## config.mk

```make
export PLATFORM = sky130hd
export DESIGN_NAME = hdmi_fifo_pixel_reader
export DESIGN_NICKNAME = d
export VERILOG_FILES = /design/src/rtl/video_timing_pkg.sv /design/src/rtl/video_timing_gen.sv /design/src/rtl/hdmi_fifo_pixel_reader.sv
export SDC_FILE = /design/constraint.sdc
export NUM_CORES = 1
export LEC_CHECK = 0
export ABC_AREA = 1
export BUFFER_PORTS_ARGS = -buffer_cell sky130_fd_sc_hd__clkbuf_2
export CORE_ASPECT_RATIO = 0.75
export CORE_MARGIN = 4
export CORE_UTILIZATION = 25
export CTS_BUF_LIST = sky130_fd_sc_hd__clkbuf_8 sky130_fd_sc_hd__clkbuf_16
export CTS_CLUSTER_DIAMETER = 80
export DETAILED_ROUTE_END_ITERATION = 16
export PLACE_DENSITY = 0.53
export SLEW_MARGIN = 20
export SYNTH_ARGS = -nofsm -noshare
export SYNTH_HDL_FRONTEND = slang
export SYNTH_SLANG_ARGS = --single-unit
```

## constraint.sdc

```tcl
create_clock -name rd_clk -period 1.8 [get_ports rd_clk]
set_input_delay 0.09 -clock rd_clk [delete_from_list [all_inputs] [get_ports rd_clk]]
set_output_delay 0.09 -clock rd_clk [all_outputs]
set_load 0.02 [all_outputs]
```

## src/rtl/video_timing_pkg.sv

```systemverilog
// Shared defaults, reader state type, per-pixel control bundle and RGB565 expansion for the HDMI read path.
package video_timing_pkg;

  localparam int H_ACTIVE_DEF    = 1280;
  localparam int H_FP_DEF        = 110;
  localparam int H_SYNC_DEF      = 40;
  localparam int H_BP_DEF        = 220;
  localparam int V_ACTIVE_DEF    = 720;
  localparam int V_FP_DEF        = 5;
  localparam int V_SYNC_DEF      = 5;
  localparam int V_BP_DEF        = 20;
  localparam int RD_LATENCY_DEF  = 1;
  localparam int LVL_W_DEF       = 13;
  localparam int PREFILL_LVL_DEF = 1024;

  typedef enum logic [1:0] {
    IDLE    = 2'd0,
    PREFILL = 2'd1,
    RUN     = 2'd2
  } rd_state_t;

  // Stage-0 control bits that travel alongside the FIFO read latency.
  typedef struct packed {
    logic hs;
    logic vs;
    logic de;
    logic popped;
  } pix_ctl_t;

  function automatic logic [23:0] rgb565_to_rgb888(input logic [15:0] d);
    return {d[15:11], d[15:13], d[10:5], d[10:9], d[4:0], d[4:2]};
  endfunction

endpackage

```

## src/rtl/video_timing_gen.sv

```systemverilog
// Raster counters for the pixel reader: stage-0 HS/VS/DE plus frame-wrap and vblank-start strobes.
module video_timing_gen
  import video_timing_pkg::*;
#(
  parameter int H_ACTIVE = H_ACTIVE_DEF,
  parameter int H_FP     = H_FP_DEF,
  parameter int H_SYNC   = H_SYNC_DEF,
  parameter int H_BP     = H_BP_DEF,
  parameter int V_ACTIVE = V_ACTIVE_DEF,
  parameter int V_FP     = V_FP_DEF,
  parameter int V_SYNC   = V_SYNC_DEF,
  parameter int V_BP     = V_BP_DEF
) (
  input  logic clk,
  input  logic rst,
  input  logic run,
  output logic de0,
  output logic hs0,
  output logic vs0,
  output logic frame_wrap,
  output logic vblank_start
);

  localparam int H_TOTAL = H_ACTIVE + H_FP + H_SYNC + H_BP;
  localparam int V_TOTAL = V_ACTIVE + V_FP + V_SYNC + V_BP;
  localparam int HW      = $clog2(H_TOTAL);
  localparam int VW      = $clog2(V_TOTAL);

  localparam logic [HW-1:0] H_LAST   = HW'(H_TOTAL - 1);
  localparam logic [HW-1:0] H_ACT    = HW'(H_ACTIVE);
  localparam logic [HW-1:0] HS_FIRST = HW'(H_ACTIVE + H_FP);
  localparam logic [HW-1:0] HS_LAST  = HW'(H_ACTIVE + H_FP + H_SYNC - 1);
  localparam logic [VW-1:0] V_LAST   = VW'(V_TOTAL - 1);
  localparam logic [VW-1:0] V_ACT    = VW'(V_ACTIVE);
  localparam logic [VW-1:0] VS_FIRST = VW'(V_ACTIVE + V_FP);
  localparam logic [VW-1:0] VS_LAST  = VW'(V_ACTIVE + V_FP + V_SYNC - 1);

  logic [HW-1:0] h_cnt_reg;
  logic [VW-1:0] v_cnt_reg;
  logic          h_wrap;

  assign h_wrap = (h_cnt_reg == H_LAST);

  // Held at the origin outside RUN so the first RUN cycle is pixel (0,0).
  always_ff @(posedge clk) begin
    if (rst || !run) begin
      h_cnt_reg <= '0;
      v_cnt_reg <= '0;
    end else if (h_wrap) begin
      h_cnt_reg <= '0;
      v_cnt_reg <= (v_cnt_reg == V_LAST) ? '0 : v_cnt_reg + 1'b1;
    end else begin
      h_cnt_reg <= h_cnt_reg + 1'b1;
    end
  end

  always_comb begin
    de0          = run && (h_cnt_reg < H_ACT) && (v_cnt_reg < V_ACT);
    hs0          = run && (h_cnt_reg >= HS_FIRST) && (h_cnt_reg <= HS_LAST);
    vs0          = run && (v_cnt_reg >= VS_FIRST) && (v_cnt_reg <= VS_LAST);
    frame_wrap   = run && h_wrap && (v_cnt_reg == V_LAST);
    vblank_start = run && (h_cnt_reg == '0) && (v_cnt_reg == V_ACT);
  end

endmodule

```

## src/rtl/hdmi_fifo_pixel_reader.sv

```systemverilog
// Pixel-clock consumer of the frame-buffer FIFO: run/prefill control, pixel pops, latency alignment and RGB888 video out.
module hdmi_fifo_pixel_reader
  import video_timing_pkg::*;
#(
  parameter int   H_ACTIVE    = H_ACTIVE_DEF,
  parameter int   H_FP        = H_FP_DEF,
  parameter int   H_SYNC      = H_SYNC_DEF,
  parameter int   H_BP        = H_BP_DEF,
  parameter int   V_ACTIVE    = V_ACTIVE_DEF,
  parameter int   V_FP        = V_FP_DEF,
  parameter int   V_SYNC      = V_SYNC_DEF,
  parameter int   V_BP        = V_BP_DEF,
  parameter logic HS_POL      = 1'b1,
  parameter logic VS_POL      = 1'b1,
  parameter int   RD_LATENCY  = RD_LATENCY_DEF,
  parameter int   LVL_W       = LVL_W_DEF,
  parameter int   PREFILL_LVL = PREFILL_LVL_DEF
) (
  input  logic             rd_clk,
  input  logic             rd_rst,
  input  logic             enable,
  output logic             fifo_rd_en,
  input  logic [15:0]      fifo_rd_data,
  input  logic             fifo_rd_empty,
  input  logic [LVL_W-1:0] fifo_rd_water_level,
  output logic             frame_req,
  output logic             underflow,
  output logic             vid_hs,
  output logic             vid_vs,
  output logic             vid_de,
  output logic [7:0]       vid_r,
  output logic [7:0]       vid_g,
  output logic [7:0]       vid_b
);

  localparam logic [LVL_W-1:0] PREFILL_THR = LVL_W'(PREFILL_LVL);

  rd_state_t state_reg, state_next;
  logic      run;
  logic      fsm_req;
  logic      de0, hs0, vs0;
  logic      frame_wrap, vblank_start;
  pix_ctl_t  ctl0;
  pix_ctl_t  ctl_out;
  pix_ctl_t [RD_LATENCY-1:0] ctl_dly_reg;
  logic [23:0] rgb;

  assign run = (state_reg == RUN);

  video_timing_gen #(
    .H_ACTIVE (H_ACTIVE),
    .H_FP     (H_FP),
    .H_SYNC   (H_SYNC),
    .H_BP     (H_BP),
    .V_ACTIVE (V_ACTIVE),
    .V_FP     (V_FP),
    .V_SYNC   (V_SYNC),
    .V_BP     (V_BP)
  ) u_timing (
    .clk          (rd_clk),
    .rst          (rd_rst),
    .run          (run),
    .de0          (de0),
    .hs0          (hs0),
    .vs0          (vs0),
    .frame_wrap   (frame_wrap),
    .vblank_start (vblank_start)
  );

  always_ff @(posedge rd_clk) begin
    if (rd_rst) state_reg <= IDLE;
    else        state_reg <= state_next;
  end

  // enable is only looked at in RUN on the wrap, so a frame is never cut short.
  always_comb begin
    state_next = state_reg;
    fsm_req    = 1'b0;
    unique case (state_reg)
      IDLE: begin
        if (enable) begin
          state_next = PREFILL;
          fsm_req    = 1'b1;
        end
      end
      PREFILL: begin
        if (!enable)                                  state_next = IDLE;
        else if (fifo_rd_water_level >= PREFILL_THR)  state_next = RUN;
      end
      RUN: begin
        if (frame_wrap && !enable) state_next = IDLE;
      end
      default: state_next = IDLE;
    endcase
  end

  assign frame_req  = !rd_rst && (fsm_req || vblank_start);
  assign fifo_rd_en = de0 && !fifo_rd_empty;

  always_comb begin
    ctl0.hs     = hs0;
    ctl0.vs     = vs0;
    ctl0.de     = de0;
    ctl0.popped = fifo_rd_en;
  end

  // Delay stage-0 control by the FIFO read latency so it lines up with fifo_rd_data.
  always_ff @(posedge rd_clk) begin
    if (rd_rst) begin
      ctl_dly_reg <= '0;
    end else begin
      ctl_dly_reg[0] <= ctl0;
      for (int i = 1; i < RD_LATENCY; i++) ctl_dly_reg[i] <= ctl_dly_reg[i-1];
    end
  end

  assign ctl_out = ctl_dly_reg[RD_LATENCY-1];
  assign rgb     = (ctl_out.de && ctl_out.popped) ? rgb565_to_rgb888(fifo_rd_data) : 24'h000000;

  always_ff @(posedge rd_clk) begin
    if (rd_rst) begin
      vid_hs    <= ~HS_POL;
      vid_vs    <= ~VS_POL;
      vid_de    <= 1'b0;
      vid_r     <= '0;
      vid_g     <= '0;
      vid_b     <= '0;
      underflow <= 1'b0;
    end else begin
      vid_hs <= ctl_out.hs ? HS_POL : ~HS_POL;
      vid_vs <= ctl_out.vs ? VS_POL : ~VS_POL;
      vid_de <= ctl_out.de;
      vid_r  <= rgb[23:16];
      vid_g  <= rgb[15:8];
      vid_b  <= rgb[7:0];
      if (de0 && fifo_rd_empty) underflow <= 1'b1;
    end
  end

endmodule
```

After elaboration in Yosys (flattened, before gate mapping)
Index checks and enable logic that the tools add are counted.
{ "word_totals": {"regBits": 55, "latch_bits": 0, "mem_bits_rw": 0, "rom_bits": 0, "inputBits": 33, "out_inout_bits": 30, "wordCells": 68, "mem_count": 0} }
{ "op_classes": {"n_addsub": 2, "mul": 0, "div_mod_pow": 0, "magnitude_cmp": 7, "n_eq_ne": 8, "n_shift": 0, "mux": 10, "n_bitwise": 1, "reduce_logical": 26} }
{ "op_table": {"columns": ["operator", "count"], "rows": [
  ["$eq 10x10->1 const B", 2],
  ["$logic_and 1x1->1", 15],
  ["$ge 13x11->1 const B", 1],
  ["$add 11x1->11 const B", 1],
  ["$eq 11x11->1 const B", 1],
  ["$ge 11x11->1 const B", 1],
  ["$le 11x11->1 const B", 1],
  ["$logic_not 11->1", 1],
  ["$lt 11x11->1 const B", 1],
  ["$add 10x1->10 const B", 1],
  ["$ge 10x10->1 const B", 1],
  ["$le 10x10->1 const B", 1],
  ["$lt 10x10->1 const B", 1],
  ["$mux 10", 1],
  ["$mux 2", 4],
  ["$pmux 2 s3", 1],
  ["$logic_not 1->1", 4],
  ["$mux 1", 4],
  ["$ne 2x2->1 const B", 2],
  ["$reduce_or 2->1", 2],
  ["$ne 3x3->1 const B", 1],
  ["$reduce_and 3->1", 1],
  ["$eq 2x1->1 const B", 1],
  ["$eq 2x2->1 const B", 1],
  ["3 further kinds", 4]
]} }

Longest topological paths before layout
Gate-level depths: netlist (run 1).
{ "depth": {"ltp_word": 6, "depth_mapped": 8, "mapped_depth_nobuf": 8} }

Modules after synthesis
From an unflattened synthesis (run 1), not the netlist that was laid out.
{ "unflattened": {"cells_unflattened": 328, "hier_area_um2": 2377.3} }
{ "modules_own_cells": {"columns": ["mod", "instances", "cells_each", "area_each_um2", "seq_area_each_um2"], "rows": [
  ["video_timing_gen", 1, 227, 1483.9, 420.4],
  ["hdmi_fifo_pixel_reader", 1, 101, 893.4, 520.5]
]} }

Least setup slack after synthesis (run 1)
OpenSTA, ideal clock, no wires.
{ "synth_timing": {"path_kind": "flip-flop to flip-flop", "start": "reg u_timing.h_cnt_reg[1]", "end": "reg u_timing.v_cnt_reg[1]", "setup_ps": 126, "arrival_time_ps": 1214, "required_time_ps": 1674, "slack_ps": 460, "path_stages_with_launch": 9, "path_buffers": 1, "period_less_slack_ps": 1340, "cell_sequence": "dfxtp_1 > inv_1 > ha_1 > nand4_1 > nor2_4 > inv_2 > nand2_2 > buf_6 > o22ai_1"} }
{ "synth_via": {"elab_chain_cells": 1} }
{ "synth_rtl": {"columns": ["item", "line_no", "source"], "rows": [
  ["from (decl)", "video_timing_gen.sv:38", "logic [HW-1:0] h_cnt_reg;"],
  ["from (signal assigned)", "video_timing_gen.sv:53", "h_cnt_reg <= h_cnt_reg + 1'b1;"],
  ["$eq 11x11->1", "video_timing_gen.sv:42", "assign h_wrap = (h_cnt_reg == H_LAST);"],
  ["to (signal assigned)", "video_timing_gen.sv:51", "v_cnt_reg <= (v_cnt_reg == V_LAST) ? '0 : v_cnt_reg + 1'b1;"],
  ["to (decl)", "video_timing_gen.sv:39", "logic [VW-1:0] v_cnt_reg;"]
]} }
Every way passes these cells.
A chain may end at the register's enable or synchronous reset.

Worst setup path in the final report (run 1)
{ "layout_timing": {"start": "reg u_timing.h_cnt_reg[0]", "end": "out frame_req"} }
{ "layout_via": {"elab_chain_cells": 5} }
{ "layout_rtl": {"columns": ["item", "line_no", "source"], "rows": [
  ["$logic_not 11->1", "video_timing_gen.sv:62", "vblank_start = run && (h_cnt_reg == '0) && (v_cnt_reg == V_ACT);"],
  ["$logic_and 1x1->1 (2 in a row)", "video_timing_gen.sv:62", null],
  ["$logic_or 1x1->1", "hdmi_fifo_pixel_reader.sv:97", "assign frame_req = !rd_rst && (fsm_req || vblank_start);"],
  ["$logic_and 1x1->1", "hdmi_fifo_pixel_reader.sv:97", null],
  ["to (decl)", "hdmi_fifo_pixel_reader.sv:26", "output logic frame_req,"]
]} }
Every way passes these cells.

==> metrics.yaml, run 1 <==
status: "finished, final reports clean"
rows: 29
start_kind: "flip-flop"
reg2reg_depth: 7
grt_pass1_vias: 1849
drt_first_pass_iters: 4
hold_path_depth: 3
largest_register_ffs: 11
synth.yosys.warnings: 0
power_mw: 2.245
path_class: "flip-flop to output pin"
numCtsBuffers: 5
seq_area_um2: 943.4
slowest_stage: "dfxtp_2"
path_max_fanout: 5
die_w_um: 117.0
diodes: 0
skew_ns: 0.006870
htree_levels: 2
design.core.area_um2: 8563
placed_area_um2: 2560
critPathArrivalTime_ns: 1.60
insertion_delay_ns: 0.29
power_density_nw_per_um2: 771.6
die_area_um2: 10490
drv_slew: 0
ioPinCount: 63
grt_antenna_before_repair: 0
synth_seq_cells: 47
avgSynthCellArea_um2: 7.134
cpMostUsedCell: "nand4_1"
yosysSeqAreaShare_pct: 42.27
setup_violations: 0
critical-path-max-stage-delay_ns: 0.33
ys_types: 30
design_area_um2: 2909
finalWeightedCongestion: 0.8524
postLayoutCoreUtil_pct: 33.97
grt_max_degree: 17
cts_tree: "done"
multi_input_area_um2: 998.5
track_usage_pct: 10.23
synth_top_area_cell: "dfxtp_1"
worst_slew_margin_rel_pct: 64.14
drt-total-wl_um: 5137
cts-root-buf: "clkbuf_16"
worst_hold_slack_ns: 0.004105
maxCapViolations: 0
ant_nets: 0
vias: 2073
grt_pass1_wl_um: 8645
crit_chain: "buf_6, inv_4, ha_4, nand4_1, nor2_1, nand4_1, a21oi_1, buf_4"
period_share_pct: 93.74
area_growth_pct: 30.69
drtIter0Drc: 120
synth_top_area_share_pct: 42.27
dpl_worst_slack_ns: 0.1596
leakage_nw: 1.274
clkTransAtPathRegs_ns: 0.06
syn_area_um2: 2226
hold_class: "input port to flip-flop"
cts_num_sinks: 47
fill_cells: 897
start_util_pct: 25.99
worst_pin_slew_ns: 0.5367
die_h_um: 89.72
cts.path.max_buffers: 2
ir_drop_uv: 302.2
final_net_count: 420
postSynthCellCount: 312
portBuffers: 52
viasPerCell: 4.257
dpl.hpwl_um: 3895
fin_ws_ns: 0.1126
grt-ovfl-total: 0
syn-num-nets: 353
drc: 0
synth_top_cells_by_area: "dfxtp_1, nand2_1, inv_1, nor2_1, ha_1"
drive_gt1_share_pct: 20.84
hold_viol: 0
crit_path_end_kind: "output pin"
required_ns: 1.71
routedWlPerCell_um: 10.55
fin_crit_ns: 1.687
clock.fmax_mhz: 592.6
==> what timing repair did <==
item | 4_1_cts | 5_1_grt
gates resized for setup | 2 | 9
hold buffers | 16 | 0
buffers inserted | 0 | 0
endpoints found under the setup margin | 1 | 2
hold endpoints to repair | 16 | 0
pin swaps | 3 | 4
==> final timing paths <==
path	from	end	slack [ns]
max reg2reg	u_timing.h_cnt_reg[1]	u_timing.v_cnt_reg[1]	0.19
min reg2reg	ctl_dly_reg[3]	vid_hs	0.40
max	u_timing.h_cnt_reg[0]	frame_req	0.11
min	fifo_rd_data[12]	vid_r[4]	0.004
==> cell families (layout without fill, tap and decap cells) <==
group | count (synthesis) | in the layout | share of synthesized area [%]
and+or+nand+nor | 159 | 159 | 32.21
buffers and inverters | 68 | 135 | 13.55
DFF | 47 | 47 | 42.27
AOI/OAI and AO/OA | 28 | 28 | 6.690
adders and majority gates | 8 | 8 | 4.497
xor gates and xnor gates | 2 | 2 | 0.7871
==> cell usage after synthesis <==
master	n
or2_2	1
a211oi_1	1
buf_2	1
a21oi_1	16
o21ai_0	8
nand2_1	56
nand3_1	18
nor4_2	1
nor3b_1	3
ha_1	8
dfxtp_1	47
nor2_2	2
nor2_1	51
nor2_4	1
and3_1	1
nand4_1	13
nand2_2	3
o21bai_1	1
inv_2	1
xor2_1	2
buf_4	8
clkbuf_1	1
o211ai_1	1
nor3_2	1
nor4_1	1
buf_6	2
inv_1	55
o22ai_1	1
nand3b_1	1
nor3_1	6
==> worst max-delay path, delay by kind of cell (launching register included) <==
kind	cells	cell delay (ns)
AND/OR/NAND/NOR	3	0.36
buffers and inverters	3	0.34
flip-flops	1	0.33
AO/OA/AOI/OAI	1	0.17
adder cells (fa/ha/maj)	1	0.12
==> through the flow <==
step,cells,TNS [ns]
finish,487,0
global route,487,-0.001150
CTS,487,0
detailed placement,464,0
global placement,464,0
floorplan,312,0
==> layer usage <==
metal  vias up  GRT usage [%]  wire length, um
met5         -              0                0
met4         0          3.916               86
met3         6          3.087              348
met2        62          14.96             2218
met1       901          14.04             2484
li1       1104              -                -
==> where the power goes <==
part,switching (mW),total (mW),internal (mW)
logic,0.0817,0.156,0.0744
clock network,0.380,1.03,0.647
registers,0.00699,1.06,1.05
total,0.469,2.24,1.78
==> cell usage in the layout, fill, tap and decap left out <==
master,Yosys,final
buf_4,8,4
buf_6,2,1
bufinv_16,0,1
o21bai_1,1,1
or2_2,1,1
nor2_1,51,50
nand3b_1,1,1
nor2_2,2,3
clkbuf_16,0,5
o21ai_0,8,8
inv_4,0,1
a21oi_1,16,16
o211ai_1,1,1
ha_4,0,1
nor3_2,1,1
dfxtp_1,47,45
o22ai_1,1,1
inv_2,1,2
nor2_4,1,1
and3_1,1,1
inv_1,55,53
nor3b_1,3,3
xor2_1,2,2
dfxtp_2,0,2
nor4_1,1,1
clkbuf_2,0,51
clkinvlp_4,0,1
nand2_1,56,56
ha_1,8,7
nand4_1,13,13
a211oi_1,1,1
nand2_2,3,3
nor4_2,1,1
nand3_1,18,18
nor3_1,6,6
dlygate4sd3_1,0,16
==> area by class of cell <==
type / instances / area share, %
well taps: 108 / 4.645
flip-flops and latches: 47 / 32.43
repair buffers: 72 / 15.70
inverters: 56 / 7.312
multi-input cells: 197 / 34.32
clock buffers: 5 / 4.301
clock inverters: 2 / 1.290
No activity file was read; power rests on OpenSTA's default activity.
==> run 2: changes to the inputs <==
--- a/config.mk
+++ b/config.mk
@@ -7,7 +7,7 @@
 export LEC_CHECK = 0
 export ABC_AREA = 1
 export BUFFER_PORTS_ARGS = -buffer_cell sky130_fd_sc_hd__clkbuf_2
-export CORE_ASPECT_RATIO = 0.75
+export CORE_ASPECT_RATIO = 0.5
 export CORE_MARGIN = 4
 export CORE_UTILIZATION = 25
 export CTS_BUF_LIST = sky130_fd_sc_hd__clkbuf_8 sky130_fd_sc_hd__clkbuf_16
==> run 2 against run 1 <==
Effect of this change:
- first-iteration DRC count decreased by 30%
- register-to-register slack improved by 0.08 ns
- cell count grew 1.8%
- power down 3.6%
- count of clock-buffer cells in the layout up 1
- die area grew 0.73%
- wire length shrank 2.5%
- combinational power down 3%
- maximum frequency up 2.0%
- critical path type unchanged
==> metrics.yaml, run 2 (synthesized netlist as in run 1, its figures left out) <==
layout_common_cells: "nand2_1, inv_1, nor2_1, clkbuf_2, dfxtp_1"  # was nand2_1, inv_1, clkbuf_2
cts-root-buf: "clkbuf_16"  # unchanged
leakage_nw: 1.265  # was 1.274 nW
cts.path.max_buffers: 2  # unchanged
clock.fmax_mhz: 604.7  # was 592.6 MHz
path_max_fanout: 6  # was 5
drt_first_pass_iters: 6  # was 4
path_class: "flip-flop to output pin"  # unchanged
skew_ns: 0.009158  # was 0.006870 ns
power_density_nw_per_um2: 750.2  # was 771.6 nW/um^2
diodes: 0  # unchanged
setup_violations: 0  # unchanged
portBuffers: 52  # unchanged
track_usage_pct: 9.557  # was 10.23%
final_net_count: 419  # was 420
viasPerCell: 4.135  # was 4.257
drc: 0  # unchanged
ant_nets: 0  # unchanged
ir_drop_uv: 352.7  # was 302.2 uV
worst_slew_margin_rel_pct: 65.56  # was 64.14%
die_w_um: 141.4  # was 117.0 um
cpMostUsedCell: "nand4_1"  # unchanged
postLayoutCoreUtil_pct: 33.23  # was 33.97%
worst_pin_slew_ns: 0.5154  # was 0.5367 ns
largest_register_ffs: 11  # unchanged
htree_levels: 2  # unchanged
layout_commonest_cell: "nand2_1"  # unchanged
seq_area_um2: 942.2  # was 943.4 um^2
dpl_worst_slack_ns: 0.2574  # was 0.1596 ns
drt-total-wl_um: 5010  # was 5137 um
rows: 24  # was 29
area_growth_pct: 29.57  # was 30.69%
clkTransAtPathRegs_ns: 0.07  # was 0.06 ns
period_share_pct: 91.87  # was 93.74%
hold_class: "input port to flip-flop"  # unchanged
wl_met3_um: 368  # was 348 um
crit_path_end_kind: "output pin"  # unchanged
numCtsBuffers: 5  # unchanged
finalWeightedCongestion: 0.8339  # was 0.8524
maxCapViolations: 0  # unchanged
drtIter0Drc: 84  # was 120
drive_gt1_share_pct: 20.05  # was 20.84%
vias: 2051  # was 2073
critPathArrivalTime_ns: 1.56  # was 1.60 ns
ioPinCount: 63  # unchanged
fin_setup_tns_ns: 0  # unchanged
grt-ovfl-total: 0  # unchanged
grt_pass1_vias: 1876  # was 1849
drv_slew: 0  # unchanged
design.core.area_um2: 8678  # was 8563 um^2
cts_num_sinks: 47  # unchanged
wl_met1_um: 2526  # was 2484 um
slowest_stage: "dfxtp_1"  # was dfxtp_2
routedWlPerCell_um: 10.10  # was 10.55 um
start_kind: "flip-flop"  # unchanged
insertion_delay_ns: 0.29  # about the same
critical-path-max-stage-delay_ns: 0.36  # was 0.33 ns
grt_pass1_wl_um: 8307  # was 8645 um
start_util_pct: 25.65  # was 25.99%
dpl.hpwl_um: 3711  # was 3895 um
wl_met2_um: 2028  # was 2218 um
routed.top_layer: "met4"  # unchanged
crit_chain: "inv_1, ha_1, nand4_1, nor2_1, nand4_1, a21oi_2, buf_4"  # was buf_6, inv_4, ha_4, nand4_1, nor2_1, nand4_1, a21oi_1, buf_4
cts_tree: "done"  # unchanged
fin_ws_ns: 0.1463  # was 0.1126 ns
die_area_um2: 10570  # was 10490 um^2
grt_max_degree: 17  # unchanged
fin_crit_ns: 1.654  # was 1.687 ns
rsz0062_at_grt: "no"
multi_input_area_um2: 987.2  # was 998.5 um^2
status: "finished, final reports clean"  # unchanged
die_h_um: 74.72  # was 89.72 um
hold_viol: 0  # unchanged
grt_antenna_before_repair: 0  # unchanged
required_ns: 1.71  # about the same
fill_cells: 933  # was 897
==> run 2: final timing paths <==
| path | endpoint | cells after the start | slack [ns] | startpoint |
|---|---|---|---|---|
| setup / recovery | frame_req | 7 | 0.15 | u_timing.h_cnt_reg[0] |
| hold / removal | vid_b[3] | 3 | 0.004 | fifo_rd_data[0] |
| setup reg to reg | u_timing.v_cnt_reg[0] | 7 | 0.27 | u_timing.h_cnt_reg[1] |
| hold reg to reg | vid_hs | 2 | 0.41 | ctl_dly_reg[3] |
==> run 2: per-layer routing <==
| layer | track usage (%) | vias up |
|---|---|---|
| met5 | 0 | - |
| met4 | 3.511 | 0 |
| met3 | 2.157 | 8 |
| met2 | 16.08 | 55 |
| met1 | 12.29 | 882 |
| li1 | - | 1106 |
==> run 2: power breakdown <==
group	internal (mW)	leakage (nW)	total (mW)	switching [mW]
sequential	1.05	0.380	1.06	0.00887
clock	0.555	0.0772	0.950	0.395
combinational	0.0704	0.808	0.151	0.0804
total	1.68	1.26	2.16	0.484
==> run 2: stage by stage <==
step           power, mW  cell area [um^2]  hold WS [ns]  instances
4_1_cts            2.190              2877      0.002189        496
6_report           2.164              2884      0.003586        496
2_1_floorplan      1.162              2226        0.1668        312
5_1_grt            2.263              2884      0.006191        496
3_3_place_gp       1.209              2564        0.2908        472
3_5_place_dp       1.207              2564        0.2906        472
==> run 2: final cells by class <==
cell class | instances | area share, %
Tap cell | 117 | 5.076
Multi-Input combinational cell | 197 | 34.23
Timing Repair Buffer | 71 | 15.44
Clock buffer | 6 | 4.816
Sequential cell | 47 | 32.67
Clock inverter | 2 | 0.4772
Inverter | 56 | 7.289
==> run 2: repair_timing <==
action / in CTS / in global routing
setup endpoints to repair: 0 / 1
resized for setup: 0 / 5
hold endpoints to repair: 16 / 0
buffers inserted: 0 / 0
hold buffers: 16 / 0
==> run 2: worst max-delay path, delay by kind of cell, from the launching register on <==
kind	cells	cell delay (ns)
and+or+nand+nor	3	0.35
adders and majority gates	1	0.18
DFF	1	0.36
AOI/OAI and AO/OA	1	0.14
buffers and inverters	2	0.25
==> run 3: changes to the inputs <==
--- a/config.mk
+++ b/config.mk
@@ -7,7 +7,7 @@
 export LEC_CHECK = 0
 export ABC_AREA = 1
 export BUFFER_PORTS_ARGS = -buffer_cell sky130_fd_sc_hd__clkbuf_2
-export CORE_ASPECT_RATIO = 0.5
+export CORE_ASPECT_RATIO = 1.5
 export CORE_MARGIN = 4
 export CORE_UTILIZATION = 25
 export CTS_BUF_LIST = sky130_fd_sc_hd__clkbuf_8 sky130_fd_sc_hd__clkbuf_16
==> run 3 against run 2 <==
Effect of this change:
- clock skew fell by 0.0023 ns
- sequential share of layout area rose by 1.4 points
- flip-flop and latch count did not move
- register-to-register slack barely moved
- power rose by 3.2%
- sequential power barely moved
- global-route usage rose by 0.51 points
- utilization fell by 0.91 points
- maximum frequency rose by 1.3%
- non-clock buffer count fell by 11
==> metrics.yaml, run 3 (synthesized netlist as in run 1, its figures left out) <==
grt_pass1_vias: 2018  # was 1876
vias: 2066  # was 2051
htree_levels: 2  # unchanged
grt_pass1_wl_um: 8818  # was 8307 um
grt_max_degree: 17  # unchanged
hold_class: "input port to flip-flop"  # unchanged
required_ns: 1.71  # about the same
rsz0062_at_grt: "no"  # unchanged
worst_slew_margin_rel_pct: 66.06  # was 65.56%
seq_area_um2: 942.2  # unchanged
combinationalPowerShare_pct: 5.7  # was 7.0%
cp-endpoint: "frame_req"  # unchanged
worst_hold_slack_ns: 0.001337  # was 0.003586 ns
ir_drop_uv: 494.9  # was 352.7 uV
reg2reg_slack_ns: 0.27  # about the same
largest_register_ffs: 11  # unchanged
path_class: "flip-flop to output pin"  # unchanged
drt_first_pass_iters: 4  # was 6
drc: 0  # unchanged
crit_start: "u_timing.v_cnt_reg[0]"  # was u_timing.h_cnt_reg[0]
drtIter0Drc: 104  # was 84
rows: 41  # was 24
internal_power_mw: 1.761  # was 1.679 mW
clkTransAtPathRegs_ns: 0.06  # was 0.07 ns
drt-total-wl_um: 5135  # was 5010 um
reg2reg_from: "u_timing.h_cnt_reg[0]"  # was u_timing.h_cnt_reg[1]
worst_pin_slew_ns: 0.5078  # was 0.5154 ns
insertion_delay_ns: 0.28  # was 0.29 ns
power.share.switching_pct: 21.17  # was 22.38%
ioPinCount: 63  # unchanged
crit_chain: "inv_2, ha_1, nand4_1, nor2_1, nand4_1, a21oi_1, buf_2"  # was inv_1, ha_1, nand4_1, nor2_1, nand4_1, a21oi_2, buf_4
power_frac_clock_pct: 46.7  # was 43.9%
multi_input_area_um2: 983.4  # was 987.2 um^2
fin_ws_ns: 0.1673  # was 0.1463 ns
switchingPower_mw: 0.4727  # was 0.4843 mW
slowest_stage: "dfxtp_2"  # was dfxtp_1
crit_path_end_kind: "output pin"  # unchanged
finalWeightedCongestion: 0.8922  # was 0.8339
die_h_um: 123.6  # was 74.72 um
hold_viol: 0  # unchanged
numCtsBuffers: 5  # unchanged
cp.buffers_inverters: 2  # unchanged
grt-ovfl-total: 0  # unchanged
fin_crit_ns: 1.633  # was 1.654 ns
post_cts_buffers: 0  # unchanged
maxCapViolations: 0  # unchanged
portBuffers: 52  # unchanged
pwr-share-seq_pct: 47.6  # was 49.1%
r2r-end: "u_timing.v_cnt_reg[1]"  # was u_timing.v_cnt_reg[0]
die_w_um: 85.05  # was 141.4 um
viasPerCell: 4.349  # was 4.135
setup_violations: 0  # unchanged
cp.depth: 7  # unchanged
area_growth_pct: 24.40  # was 29.57%
final_net_count: 408  # was 419
die_area_um2: 10510  # was 10570 um^2
status: "finished, final reports clean"  # unchanged
period_share_pct: 90.71  # was 91.87%
path_max_fanout: 7  # was 6
skew_ns: 0.006859  # was 0.009158 ns
dpl.hpwl_um: 4095  # was 3711 um
cts_num_sinks: 47  # unchanged
layout_common_cells: "nand2_1, inv_1, nor2_1, clkbuf_2, dfxtp_1"  # unchanged
start_kind: "flip-flop"  # unchanged
routedWlPerCell_um: 10.81  # was 10.10 um
leakage_nw: 1.226  # was 1.265 nW
diodes: 0  # unchanged
design.core.area_um2: 8567  # was 8678 um^2
ant_nets: 0  # unchanged
layout_commonest_cell: "nand2_1"  # unchanged
fill_cells: 919  # was 933
critPathArrivalTime_ns: 1.54  # was 1.56 ns
clock.fmax_mhz: 612.5  # was 604.7 MHz
drv_slew: 0  # unchanged
dpl_worst_slack_ns: 0.2521  # was 0.2574 ns
drive_gt1_share_pct: 20.65  # was 20.05%
fin_setup_tns_ns: 0  # unchanged
power_density_nw_per_um2: 806.6  # was 750.2 nW/um^2
critical-path-max-stage-delay_ns: 0.36  # about the same
track_usage_pct: 10.07  # was 9.557%
reg2reg_depth: 6  # was 7
cts_tree: "done"  # unchanged
grt_antenna_before_repair: 0  # unchanged
cts-root-buf: "clkbuf_16"  # unchanged
cts.path.max_buffers: 2  # unchanged
cpMostUsedCell: "nand4_1"  # unchanged
crit_family: "flip-flops"  # unchanged
start_util_pct: 25.98  # was 25.65%
-- run 3: layout make-up --
| cell class | instances | area share (%) |
|---|---|---|
| multi-input cells | 197 | 35.52 |
| flip-flops and latches | 47 | 34.03 |
| repair buffers | 60 | 11.93 |
| inverters | 56 | 7.592 |
| well taps | 107 | 4.835 |
| clock buffers | 5 | 4.519 |
| clock inverters | 3 | 1.582 |
-- run 3: worst reg2reg max path: stages, from the launching register on --
cell and delay, ns:
dfxtp_1 0.42, ha_1 0.20, nand4_1 0.15, nor2_4 0.21, inv_2 0.08, nand2_2 0.22, o22ai_1 0.12
-- run 3: power groups by stage --
stage                     Clock, mW  Combinational (mW)  Sequential, mW
final                          1.04               0.128            1.06
after global placement            0               0.122            1.09
after global routing           1.12               0.147            1.06
after CTS                      1.07               0.131            1.06
after detailed placement          0               0.124            1.09
after floorplan                   0              0.0740            1.09
-- run 3: timing repair --
| item | in CTS | in global routing |
|---|---|---|
| hold buffers | 4 | 0 |
| endpoints found under the setup margin | 0 | 1 |
| endpoints found under the hold margin | 4 | 0 |
| gates resized for setup | 0 | 3 |
-- run 3: worst min-delay path by stage --
stage,from,end,slack (ns),cells after the start
2_1_floorplan,fifo_rd_empty,ctl_dly_reg[0],0.17,1
3_3_place_gp,fifo_rd_data[0],vid_b[3],0.29,3
3_5_place_dp,fifo_rd_data[3],vid_b[6],0.29,3
4_1_cts,fifo_rd_empty,ctl_dly_reg[0],0.0008,2
5_1_grt,fifo_rd_empty,ctl_dly_reg[0],0.008,2
6_report,fifo_rd_data[1],vid_b[4],0.001,3
-- run 3: stage by stage --
stage                     utilization, %  area (um^2)  cells  total power [mW]
after floorplan                        -         2226    312             1.162
after global placement             29.87         2559    463             1.209
after detailed placement           29.87         2559    463             1.210
after CTS                          32.31         2768    475             2.267
after global routing               32.32         2769    475             2.333
final                              32.32         2769    475             2.233
-- run 3: per-layer routing --
metal / vias to the layer above / wire, um / track usage (%)
met5: - / 0 / 0
met1: 914 / 2024 / 10.95
met4: 0 / 89 / 2.574
met2: 63 / 2711 / 19.41
met3: 8 / 309 / 2.200
li1: 1081 / - / -
